`src/rtl/scp_uart_pkg.sv`:
```
// ---------------------------------------------------------------------------
// scp_uart_pkg
// Shared definitions for the memory-mapped UART transmitter:
//   - word offsets of the registers inside the 16-byte window (addr[3:2])
//   - bit positions of the STATUS register fields
//   - transmitter FSM state encoding
//   - width of the baud divider
// No ports; imported by mmio_uart_tx.
// ---------------------------------------------------------------------------
package scp_uart_pkg;

   // Width of the clocks-per-bit divider and of the bit timer.
   localparam int DIV_W = 16;

   // Register word offsets (addr[3:2]); offset 3 is reserved.
   localparam logic [1:0] REG_TXDATA  = 2'd0;
   localparam logic [1:0] REG_STATUS  = 2'd1;
   localparam logic [1:0] REG_BAUDDIV = 2'd2;

   // STATUS bit positions.
   localparam int STAT_FULL      = 0;
   localparam int STAT_EMPTY     = 1;
   localparam int STAT_BUSY      = 2;
   localparam int STAT_OVF       = 3;
   localparam int STAT_PARITY    = 4;
   localparam int STAT_COUNT_LSB = 8;
   localparam int STAT_COUNT_W   = 4;

   // Transmitter states; PARITY is only reachable in the parity build.
   typedef enum logic [2:0] {
      IDLE   = 3'd0,
      START  = 3'd1,
      DATA   = 3'd2,
      PARITY = 3'd3,
      STOP   = 3'd4
   } uart_tx_state_t;

endpackage

```
`src/rtl/sync_fifo.sv`:
```
// ---------------------------------------------------------------------------
// sync_fifo
// Single-clock FIFO with occupancy counter. A push while full and a pop
// while empty are ignored; pointers wrap modulo DEPTH (power of two).
// Ports:
//   clk    in   system clock
//   rst    in   asynchronous active-high reset (empties the FIFO)
//   push   in   write din at the tail
//   din    in   WIDTH-bit write data
//   pop    in   discard the head entry
//   dout   out  head entry (valid when not empty)
//   full   out  DEPTH entries stored
//   empty  out  no entries stored
//   count  out  number of stored entries, $clog2(DEPTH)+1 bits
// ---------------------------------------------------------------------------
module sync_fifo #(
   parameter int WIDTH = 8,
   parameter int DEPTH = 8
) (
   input  logic                     clk,
   input  logic                     rst,
   input  logic                     push,
   input  logic [WIDTH-1:0]         din,
   input  logic                     pop,
   output logic [WIDTH-1:0]         dout,
   output logic                     full,
   output logic                     empty,
   output logic [$clog2(DEPTH):0]   count
);

   localparam int AW = $clog2(DEPTH);
   localparam logic [AW:0] FULL_COUNT = DEPTH[AW:0];

   logic [WIDTH-1:0] r_mem [DEPTH];
   logic [AW-1:0]    r_wrPtr;
   logic [AW-1:0]    r_rdPtr;
   logic [AW:0]      r_count;
   logic             w_doPush;
   logic             w_doPop;

   assign full     = (r_count == FULL_COUNT);
   assign empty    = (r_count == '0);
   assign count    = r_count;
   assign dout     = r_mem[r_rdPtr];
   assign w_doPush = push & ~full;
   assign w_doPop  = pop & ~empty;

   // Pointer and occupancy bookkeeping; a simultaneous push and pop
   // leaves the count unchanged.
   always_ff @(posedge clk or posedge rst) begin
      if (rst) begin
         r_wrPtr <= '0;
         r_rdPtr <= '0;
         r_count <= '0;
      end else begin
         if (w_doPush) r_wrPtr <= r_wrPtr + 1'b1;
         if (w_doPop)  r_rdPtr <= r_rdPtr + 1'b1;
         case ({w_doPush, w_doPop})
            2'b10:   r_count <= r_count + 1'b1;
            2'b01:   r_count <= r_count - 1'b1;
            default: r_count <= r_count;
         endcase
      end
   end

   // Storage needs no reset: an empty FIFO never exposes stale entries.
   always_ff @(posedge clk) begin
      if (w_doPush) r_mem[r_wrPtr] <= din;
   end

endmodule

```
`src/rtl/mmio_uart_tx.sv`:
```
// ---------------------------------------------------------------------------
// mmio_uart_tx
// Memory-mapped UART transmitter on the core's data-memory bus. Stores to
// TXDATA queue bytes in a FIFO; the FSM sends them as 8N1 frames on tx.
// Register window (addr[3:2]): 0 TXDATA (wo), 1 STATUS, 2 BAUDDIV (rw),
// 3 reserved. Loads answer combinationally in the same cycle.
// Optional build macro: UART_TX_PARITY_EN adds an even-parity bit between
// the data bits and the stop bit and reports it in STATUS bit4.
// Ports:
//   clk      in   system clock
//   rst      in   asynchronous active-high reset
//   cs       in   access strobe for this window
//   wr       in   1 = store, 0 = load
//   mask     in   byte-lane enables
//   addr     in   byte address (only [3:2] decoded here)
//   data_wr  in   store data
//   data_rd  out  load data, 0 unless a load hits this window
//   tx       out  serial output, idle high
//   busy     out  frame in progress or FIFO not empty
// ---------------------------------------------------------------------------
module mmio_uart_tx
   import scp_uart_pkg::*;
#(
   parameter int               FIFO_DEPTH  = 8,
   parameter logic [DIV_W-1:0] DEFAULT_DIV = 16'd868,
   parameter logic [31:0]      BASE_ADDR   = 32'h0000_1000
) (
   input  logic        clk,
   input  logic        rst,
   input  logic        cs,
   input  logic        wr,
   input  logic [3:0]  mask,
   input  logic [31:0] addr,
   input  logic [31:0] data_wr,
   output logic [31:0] data_rd,
   output logic        tx,
   output logic        busy
);

   localparam int CNT_W = $clog2(FIFO_DEPTH) + 1;

   uart_tx_state_t   r_state;
   logic [7:0]       r_shift;
   logic [DIV_W-1:0] r_div;
   logic [DIV_W-1:0] r_timer;
   logic [2:0]       r_bitIdx;
   logic [DIV_W-1:0] r_baudDiv;
   logic             r_overflow;

   logic             w_wrEn;
   logic             w_rdEn;
   logic [1:0]       w_reg;
   logic             w_pushReq;
   logic             w_pop;
   logic             w_ovfClr;
   logic             w_divWr;
   logic [DIV_W-1:0] w_divMerged;
   logic [DIV_W-1:0] w_divNext;
   logic             w_timerDone;
   logic [7:0]       w_fifoDout;
   logic             w_fifoFull;
   logic             w_fifoEmpty;
   logic [CNT_W-1:0] w_fifoCount;
   logic [31:0]      w_status;
   logic [31:0]      w_rdData;
   logic             w_tx;
   logic             w_unused;

   assign w_wrEn      = cs & wr;
   assign w_rdEn      = cs & ~wr;
   assign w_reg       = addr[3:2];
   assign w_pushReq   = w_wrEn & (w_reg == REG_TXDATA) & mask[0];
   assign w_ovfClr    = w_wrEn & (w_reg == REG_STATUS) & mask[0] & data_wr[STAT_OVF];
   assign w_divWr     = w_wrEn & (w_reg == REG_BAUDDIV);
   assign w_pop       = (r_state == IDLE) & ~w_fifoEmpty;
   assign w_timerDone = (r_timer == '0);

   // The window base is decoded by the system address map, not here.
   assign w_unused = ^{addr[31:4], addr[1:0], mask[3:2], data_wr[31:16], BASE_ADDR};

   sync_fifo #(
      .WIDTH (8),
      .DEPTH (FIFO_DEPTH)
   ) u_fifo (
      .clk   (clk),
      .rst   (rst),
      .push  (w_pushReq),
      .din   (data_wr[7:0]),
      .pop   (w_pop),
      .dout  (w_fifoDout),
      .full  (w_fifoFull),
      .empty (w_fifoEmpty),
      .count (w_fifoCount)
   );

   // Byte-lane merge for BAUDDIV; a zero divisor would stall the bit
   // timer, so it is forced to one.
   always_comb begin
      w_divMerged = r_baudDiv;
      if (mask[0]) w_divMerged[7:0]  = data_wr[7:0];
      if (mask[1]) w_divMerged[15:8] = data_wr[15:8];
      w_divNext = (w_divMerged == '0) ? DIV_W'(1) : w_divMerged;
   end

   // Software-visible registers. The overflow flag uses the FIFO's
   // pre-edge fullness, so a same-cycle pop does not save the byte.
   always_ff @(posedge clk or posedge rst) begin
      if (rst) begin
         r_baudDiv  <= DEFAULT_DIV;
         r_overflow <= 1'b0;
      end else begin
         if (w_divWr) r_baudDiv <= w_divNext;
         if (w_pushReq && w_fifoFull) r_overflow <= 1'b1;
         else if (w_ovfClr)           r_overflow <= 1'b0;
      end
   end

   // Transmit FSM. The divider is copied into r_div at frame start so a
   // BAUDDIV write mid-frame only affects the next frame.
   always_ff @(posedge clk or posedge rst) begin
      if (rst) begin
         r_state  <= IDLE;
         r_shift  <= '0;
         r_div    <= DEFAULT_DIV;
         r_timer  <= '0;
         r_bitIdx <= '0;
      end else begin
         case (r_state)
            IDLE: begin
               if (!w_fifoEmpty) begin
                  r_shift <= w_fifoDout;
                  r_div   <= r_baudDiv;
                  r_timer <= r_baudDiv - 1'b1;
                  r_state <= START;
               end
            end
            START: begin
               if (w_timerDone) begin
                  r_timer  <= r_div - 1'b1;
                  r_bitIdx <= '0;
                  r_state  <= DATA;
               end else begin
                  r_timer <= r_timer - 1'b1;
               end
            end
            DATA: begin
               if (w_timerDone) begin
                  r_timer <= r_div - 1'b1;
                  if (r_bitIdx == 3'd7) begin
`ifdef UART_TX_PARITY_EN
                     r_state <= PARITY;
`else
                     r_state <= STOP;
`endif
                  end else begin
                     r_bitIdx <= r_bitIdx + 1'b1;
                  end
               end else begin
                  r_timer <= r_timer - 1'b1;
               end
            end
`ifdef UART_TX_PARITY_EN
            PARITY: begin
               if (w_timerDone) begin
                  r_timer <= r_div - 1'b1;
                  r_state <= STOP;
               end else begin
                  r_timer <= r_timer - 1'b1;
               end
            end
`endif
            STOP: begin
               if (w_timerDone) r_state <= IDLE;
               else             r_timer <= r_timer - 1'b1;
            end
            default: r_state <= IDLE;
         endcase
      end
   end

   // Line level decoded straight from registered state so that an
   // asynchronous reset returns tx high without waiting for a clock.
   always_comb begin
      w_tx = 1'b1;
      case (r_state)
         START:  w_tx = 1'b0;
         DATA:   w_tx = r_shift[r_bitIdx];
`ifdef UART_TX_PARITY_EN
         PARITY: w_tx = ^r_shift;
`endif
         default: w_tx = 1'b1;
      endcase
   end

   assign tx   = w_tx;
   assign busy = (r_state != IDLE) | ~w_fifoEmpty;

   // STATUS word assembly.
   always_comb begin
      w_status = '0;
      w_status[STAT_FULL]  = w_fifoFull;
      w_status[STAT_EMPTY] = w_fifoEmpty;
      w_status[STAT_BUSY]  = busy;
      w_status[STAT_OVF]   = r_overflow;
`ifdef UART_TX_PARITY_EN
      w_status[STAT_PARITY] = 1'b1;
`endif
      w_status[STAT_COUNT_LSB +: STAT_COUNT_W] = STAT_COUNT_W'(w_fifoCount);
   end

   // Load data path; anything other than a load to STATUS/BAUDDIV reads 0.
   always_comb begin
      w_rdData = '0;
      if (w_rdEn) begin
         case (w_reg)
            REG_STATUS:  w_rdData = w_status;
            REG_BAUDDIV: w_rdData = {16'b0, r_baudDiv};
            default:     w_rdData = '0;
         endcase
      end
   end

   assign data_rd = w_rdData;

endmodule
```
`config.mk`:
```
export PLATFORM = sky130hd
export DESIGN_NAME = mmio_uart_tx
export DESIGN_NICKNAME = d
export VERILOG_FILES = /design/src/rtl/scp_uart_pkg.sv /design/src/rtl/sync_fifo.sv /design/src/rtl/mmio_uart_tx.sv
export SDC_FILE = /design/constraint.sdc
export NUM_CORES = 1
export LEC_CHECK = 0
export CAP_MARGIN = 5
export CORE_MARGIN = 2
export CORE_UTILIZATION = 60
export CTS_CLUSTER_SIZE = 12
export DETAILED_ROUTE_END_ITERATION = 6
export GPL_ROUTABILITY_DRIVEN = 0
export HOLD_SLACK_MARGIN = 0.03
export PLACE_DENSITY = 0.93
export SKIP_LAST_GASP = 1
export SLEW_MARGIN = 40
export SYNTH_ARGS = -nofsm -noshare
export SYNTH_HDL_FRONTEND = slang
export SYNTH_HIERARCHICAL = 1
export SYNTH_SLANG_ARGS = --single-unit
```
`constraint.sdc`:
```
create_clock -name clk -period 8.42 [get_ports clk]
set_input_delay 1.684 -clock clk [delete_from_list [all_inputs] [get_ports clk]]
set_output_delay 1.684 -clock clk [all_outputs]
set_load 0.01 [all_outputs]
```
**Word-level counts from Yosys, hierarchy flattened**

Memory sizes are Yosys's and may differ from the RTL's. A register that Yosys moved wholly into a read port is not among the register bits.
Index checks and enable logic that the tools add are counted.

- Equal/unequal tests: 16
- Reduce and logical (&&, ||, !) cells: 16
- Add/sub/neg operators: 8
- Multiplexer cells: 26
- Bitwise operators: 15
- Order comparisons: 1

Operator list:

| cell | count |
|---|---|
| two-way mux 16 bit | 5 |
| case mux 16 bit (3 select lines) | 1 |
| subtractor 16 x 1 -> 16 bit (second input constant) | 3 |
| zero test 16 bit | 2 |
| case mux 16 bit (2 select lines) | 1 |
| two-way mux 3 bit | 7 |
| two-way mux 8 bit | 2 |
| inequality test 2 bit (second input constant) | 7 |
| case mux 3 bit (4 select lines) | 1 |
| AND 1 bit | 11 |
| adder 3 x 1 -> 3 bit (second input constant) | 3 |
| case mux 4 bit (2 select lines) | 1 |
| == test 3 bit (second input constant) | 2 |
| case mux 3 bit (2 select lines) | 1 |
| nonzero test 2 bit | 3 |
| nonzero test 3 bit | 2 |
| two-way mux 1 bit | 5 |
| AND reduction 5 bit | 1 |
| adder 4 x 1 -> 4 bit (second input constant) | 1 |
| == test 2 x 1 -> 1 bit (second input constant) | 2 |
| == test 2 bit (second input constant) | 2 |
| == test 4 bit (second input constant) | 1 |
| zero test 4 bit | 1 |
| < comparator 3 x 4 -> 1 bit (second input constant) | 1 |
| other kinds (14) | 16 |

- Output and inout port bits: 34
- Input port bits: 72
- Logic and storage cells: 92
- Flip-flop bits (word level): 65
- Memories kept: 1
- Bits in writable memories: 64

Memories:

| name | words | bits a word | read ports | clocked after Yosys merged registers in | write ports | line | text |
|---|---|---|---|---|---|---|---|
| u_fifo.r_mem | 8 | 8 | 1 | 1 | 1 | sync_fifo.sv:34 | `logic [WIDTH-1:0] r_mem [DEPTH];` |

**Logic depth before layout (Yosys ltp)**

- Word-level depth: 6
- Depth in mapped cells: 12
- Gate-level depth less buffers: 9

**By module**

Netlist, hierarchy kept.

Modules (own cells, without submodules):

| module | times used | area an instance (um^2) | cells each |
|---|---|---|---|
| mmio_uart_tx | 1 | 4456.8 | 468 |
| sync_fifo | 1 | 3135.5 | 161 |

**Worst setup path after synthesis**

Ideal clock, no wire load.

- Path type: input-to-output
- From: input port addr[2]
- To: output port data_rd[12]
- Path buffers: 1
- Setup slack: 4171 ps
- Data required time: 6736 ps
- Data arrival time: 2565 ps
- Stages on the path: 5
- Cells stage by stage: inv_1 > ha_1 > clkbuf_1 > and3b_1 > and2_1

- Word-level cells in the longest chain between the ends: 3

Ends and longest elaborated chain:

| item | line | text |
|---|---|---|
| start, declared | mmio_uart_tx.sv:33 | `input logic [31:0] addr,` |
| == test 2 bit or == test 2 x 1 -> 1 bit (tied branches) | mmio_uart_tx.sv:215 | `case (w_reg)` |
| case mux 16 bit (2 select lines) (*) | mmio_uart_tx.sv:215 |  |
| two-way mux 16 bit (*) | mmio_uart_tx.sv:214 | `if (w_rdEn) begin` |
| end, declared | mmio_uart_tx.sv:35 | `output logic [31:0] data_rd,` |

Every way passes the cells marked *; elsewhere a longest branch is shown, timed or not.

**Final worst setup path**

- From: input port addr[2]
- To: output port data_rd[7]

The elaborated chain is that of the path after synthesis.

==> flow_metrics.py <==
metrics = {
    "logic_synthesis": {
        "synth_area_leader_cell": "edfxtp_1",
        "yosys_register_bits": 137,
        "synth_ff_type": "edfxtp_1",
        "async_reset_ff_frac": 0.533,
        "synth_area_leaders": "edfxtp_1 25%, dfrtp_1 21%, mux2_2 7.1%",
        "synth_top_area_frac": 0.253,
        "ys_seq_area_frac": 0.495,
        "syn_area_mm2": 0.00759,
        "synth.avg_cell_area_um2": 12.1,
        "yosys_warnings": 6,
        "synth-edff-count": 64,
        "synth_cells": 629,
        "ys_types": 83,
    },
    "setup_path": {
        "crit_type": "primary input to output pin",
        "worstSetupEndpointType": "output pin",
        "worstPathMaxFanout": 10,
        "start_kind": "primary input",
        "cp.arrival_ns": 3.62,
        "rr_startpoint": "u_fifo/count[0]$_DFFE_PP0P_",
        "crit_required_ns": 6.74,
        "cp-startpoint": "addr[2]",
    },
    "finish": {
        "final_common_cell": "edfxtp_1",
        "area_growth_pct": 13.2,
        "layout-drive-gt1-share": 0.191,
        "layout_common_cells": "64 x edfxtp_1, 62 x dfrtp_1, 48 x mux2_2",
        "fillerInstances": 775,
        "nNetsFinal": 744,
        "n_antenna_cell": 0,
    },
    "clock_network": {
        "cts-resized-gates": 0,
        "holdBufCountCts": 0,
        "cts_made_buffers": 17,
        "tritoncts": "yes",
        "post_cts.repair.setup_buffers": 0,
        "clk_path_buf_depth": 2,
        "htree_num_levels": 4,
        "clock_latency_ns": 0.43,
        "clk_pin_slew_worst_paths_ns": 0.06,
        "cts_sinks": 137,
        "cts.root.buffer_cell": "clkbuf_16",
    },
    "global_route": {
        "grt_antenna_before_repair": 0,
        "grtUsageTotal": 0.297,
        "grt_pass1_vias": 5482,
        "grt_pass1_wl_um": 29900,
        "grt_overflow_total": 0,
        "grt_max_degree": 64,
    },
    "timing": {
        "rsz0062_at_grt": "false",
        "layout_min_cycle_time_ns": 5.30,
        "setup_tns_ns": 0,
        "finalHoldViolCount": 0,
        "fmax_mhz": 189,
        "slew_headroom": 0.416,
        "finalCritPeriodShare": 0.630,
        "final-setup-viol-count": 0,
        "worst_slack_ns": 3.12,
        "worst_pin_slew_ns": 0.872,
        "slew_violations": 0,
        "fin_skew_ns": 0.00633,
    },
    "die": {
        "rows": 41,
        "die_x_um": 116,
        "initial_core_util": 0.609,
        "die_h_um": 116,
        "io-pin-count": 106,
        "dieArea_mm2": 0.0136,
        "core_area_mm2": 0.0125,
    },
    "detailed_routing": {
        "drt-wirelength-per-cell_um": 22.7,
        "first_iter_violations": 628,
        "via_per_inst": 6.75,
        "drcViolationCount": 0,
        "firstDrtPassIters": 5,
        "wl_met3_um": 1880,
        "wl_met2_um": 9360,
        "vias": 5683,
        "highest_layer": "met4",
        "met1_length_um": 7190,
        "routed_wl_um": 19100,
        "postRouteAntennaNets": 0,
    },
    "outcome": {
        "status": "complete, no violations",
    },
    "place": {
        "place_ws_ns": 3.18,
        "dp_hpwl_um": 12500,
        "port_buffers": 41,
    },
    "pwr": {
        "p_leak_nw": 3.15,
        "p_total_mw": 2.61,
        "power_per_cell_area_mw_per_mm2": 303,
        "ir_drop_mv": 0.226,
    },
    "min_path": {
        "worstHoldPathType": "flip-flop to flip-flop",
        "hold_start": "r_shift[7]$_DFFE_PP0P_",
    },
    "job": {
        "max_cap_violations": 0,
    },
}
-- cells in the mapped netlist (all sizes together) (14+ instances only) --
cell	n
nor2	48
nor3	18
edfxtp	64
mux2	51
nand2	29
nand3	14
inv	19
mux4	18
xnor2	24
nor4	18
dfrtp	63
buf	34
clkbuf	16
o21ai	24
a21oi	17
ha	14
-- power by group --
part	switching, mW	internal [mW]	leakage [nW]
Combinational	0.394	0.398	1.42
Sequential	0.258	0.856	1.46
Clock	0.314	0.388	0.278
-- worst paths after layout --
kind / end / slack (ns) / depth (start not counted)
max in group asynchronous: r_shift[5]$_DFFE_PP0P_ / 6.20 / 3
min: r_shift[7]$_DFFE_PP0P_ / 0.51 / 1
min reg2reg: r_shift[7]$_DFFE_PP0P_ / 0.51 / 1
max reg2reg: u_fifo/count[3]$_DFFE_PP0P_ / 5.12 / 10
min in group asynchronous: u_fifo/count[3]$_DFFE_PP0P_ / 1.62 / 2
max: data_rd[7] / 3.12 / 6
-- through the flow --
stage | hold slack, ns | cells | instance area [um^2] | util
finish | 0.508 | 842 | 8600 | 0.690
global route | 0.525 | 842 | 8600 | 0.690
CTS | 0.510 | 842 | 8560 | 0.687
detailed placement | 0.490 | 810 | 8000 | 0.642
global placement | 0.487 | 810 | 7990 | 0.641
floorplan | 0.467 | 644 | 7650 | -
-- cell families after synthesis --
logic type      count (synthesis)  share of synthesized area
compound gates                108                      0.101
xor+xnor                       33                     0.0381
fa+ha+maj                      15                     0.0257
buf+inv                        69                     0.0504
flops                         137                      0.495
mux                            72                      0.141
other cells                     1                   0.000494
simple gates                  194                      0.148
-- layer usage --
| layer | track usage | vias to the layer above |
|---|---|---|
| met5 | 0 | - |
| met3 | 0.0763 | 71 |
| met1 | 0.390 | 2759 |
| li1 | - | 2446 |
| met4 | 0.129 | 0 |
| met2 | 0.474 | 407 |
-- final cells by class --
cell class	instances	area [um^2]	share of cell area
multi-input cells	438	3550	0.413
repair buffers	44	437	0.0508
well taps	172	215	0.0250
inverters	19	71.3	0.00830
flip-flops and latches	137	3760	0.438
clock inverters	15	138	0.0160
clock buffers	17	425	0.0495
-- flip-flops by register name (all words and copies together), names as in the netlist --
register,count
r_shift,8
r_div,16
r_overflow,1
r_bitIdx,3
r_state,3
r_timer,16
u_fifo/r_mem,64
u_fifo/r_rdPtr,3
u_fifo/count,4
r_baudDiv,16
u_fifo/r_wrPtr,3
-- critical path, cell delays in order --
cell and delay (ns):
clkdlybuf4s50_1 0.42, inv_1 0.08, ha_1 0.34, and3b_1 0.35, and2_1 0.18, clkdlybuf4s50_1 0.56
No activity file was read; power rests on OpenSTA's default activity.
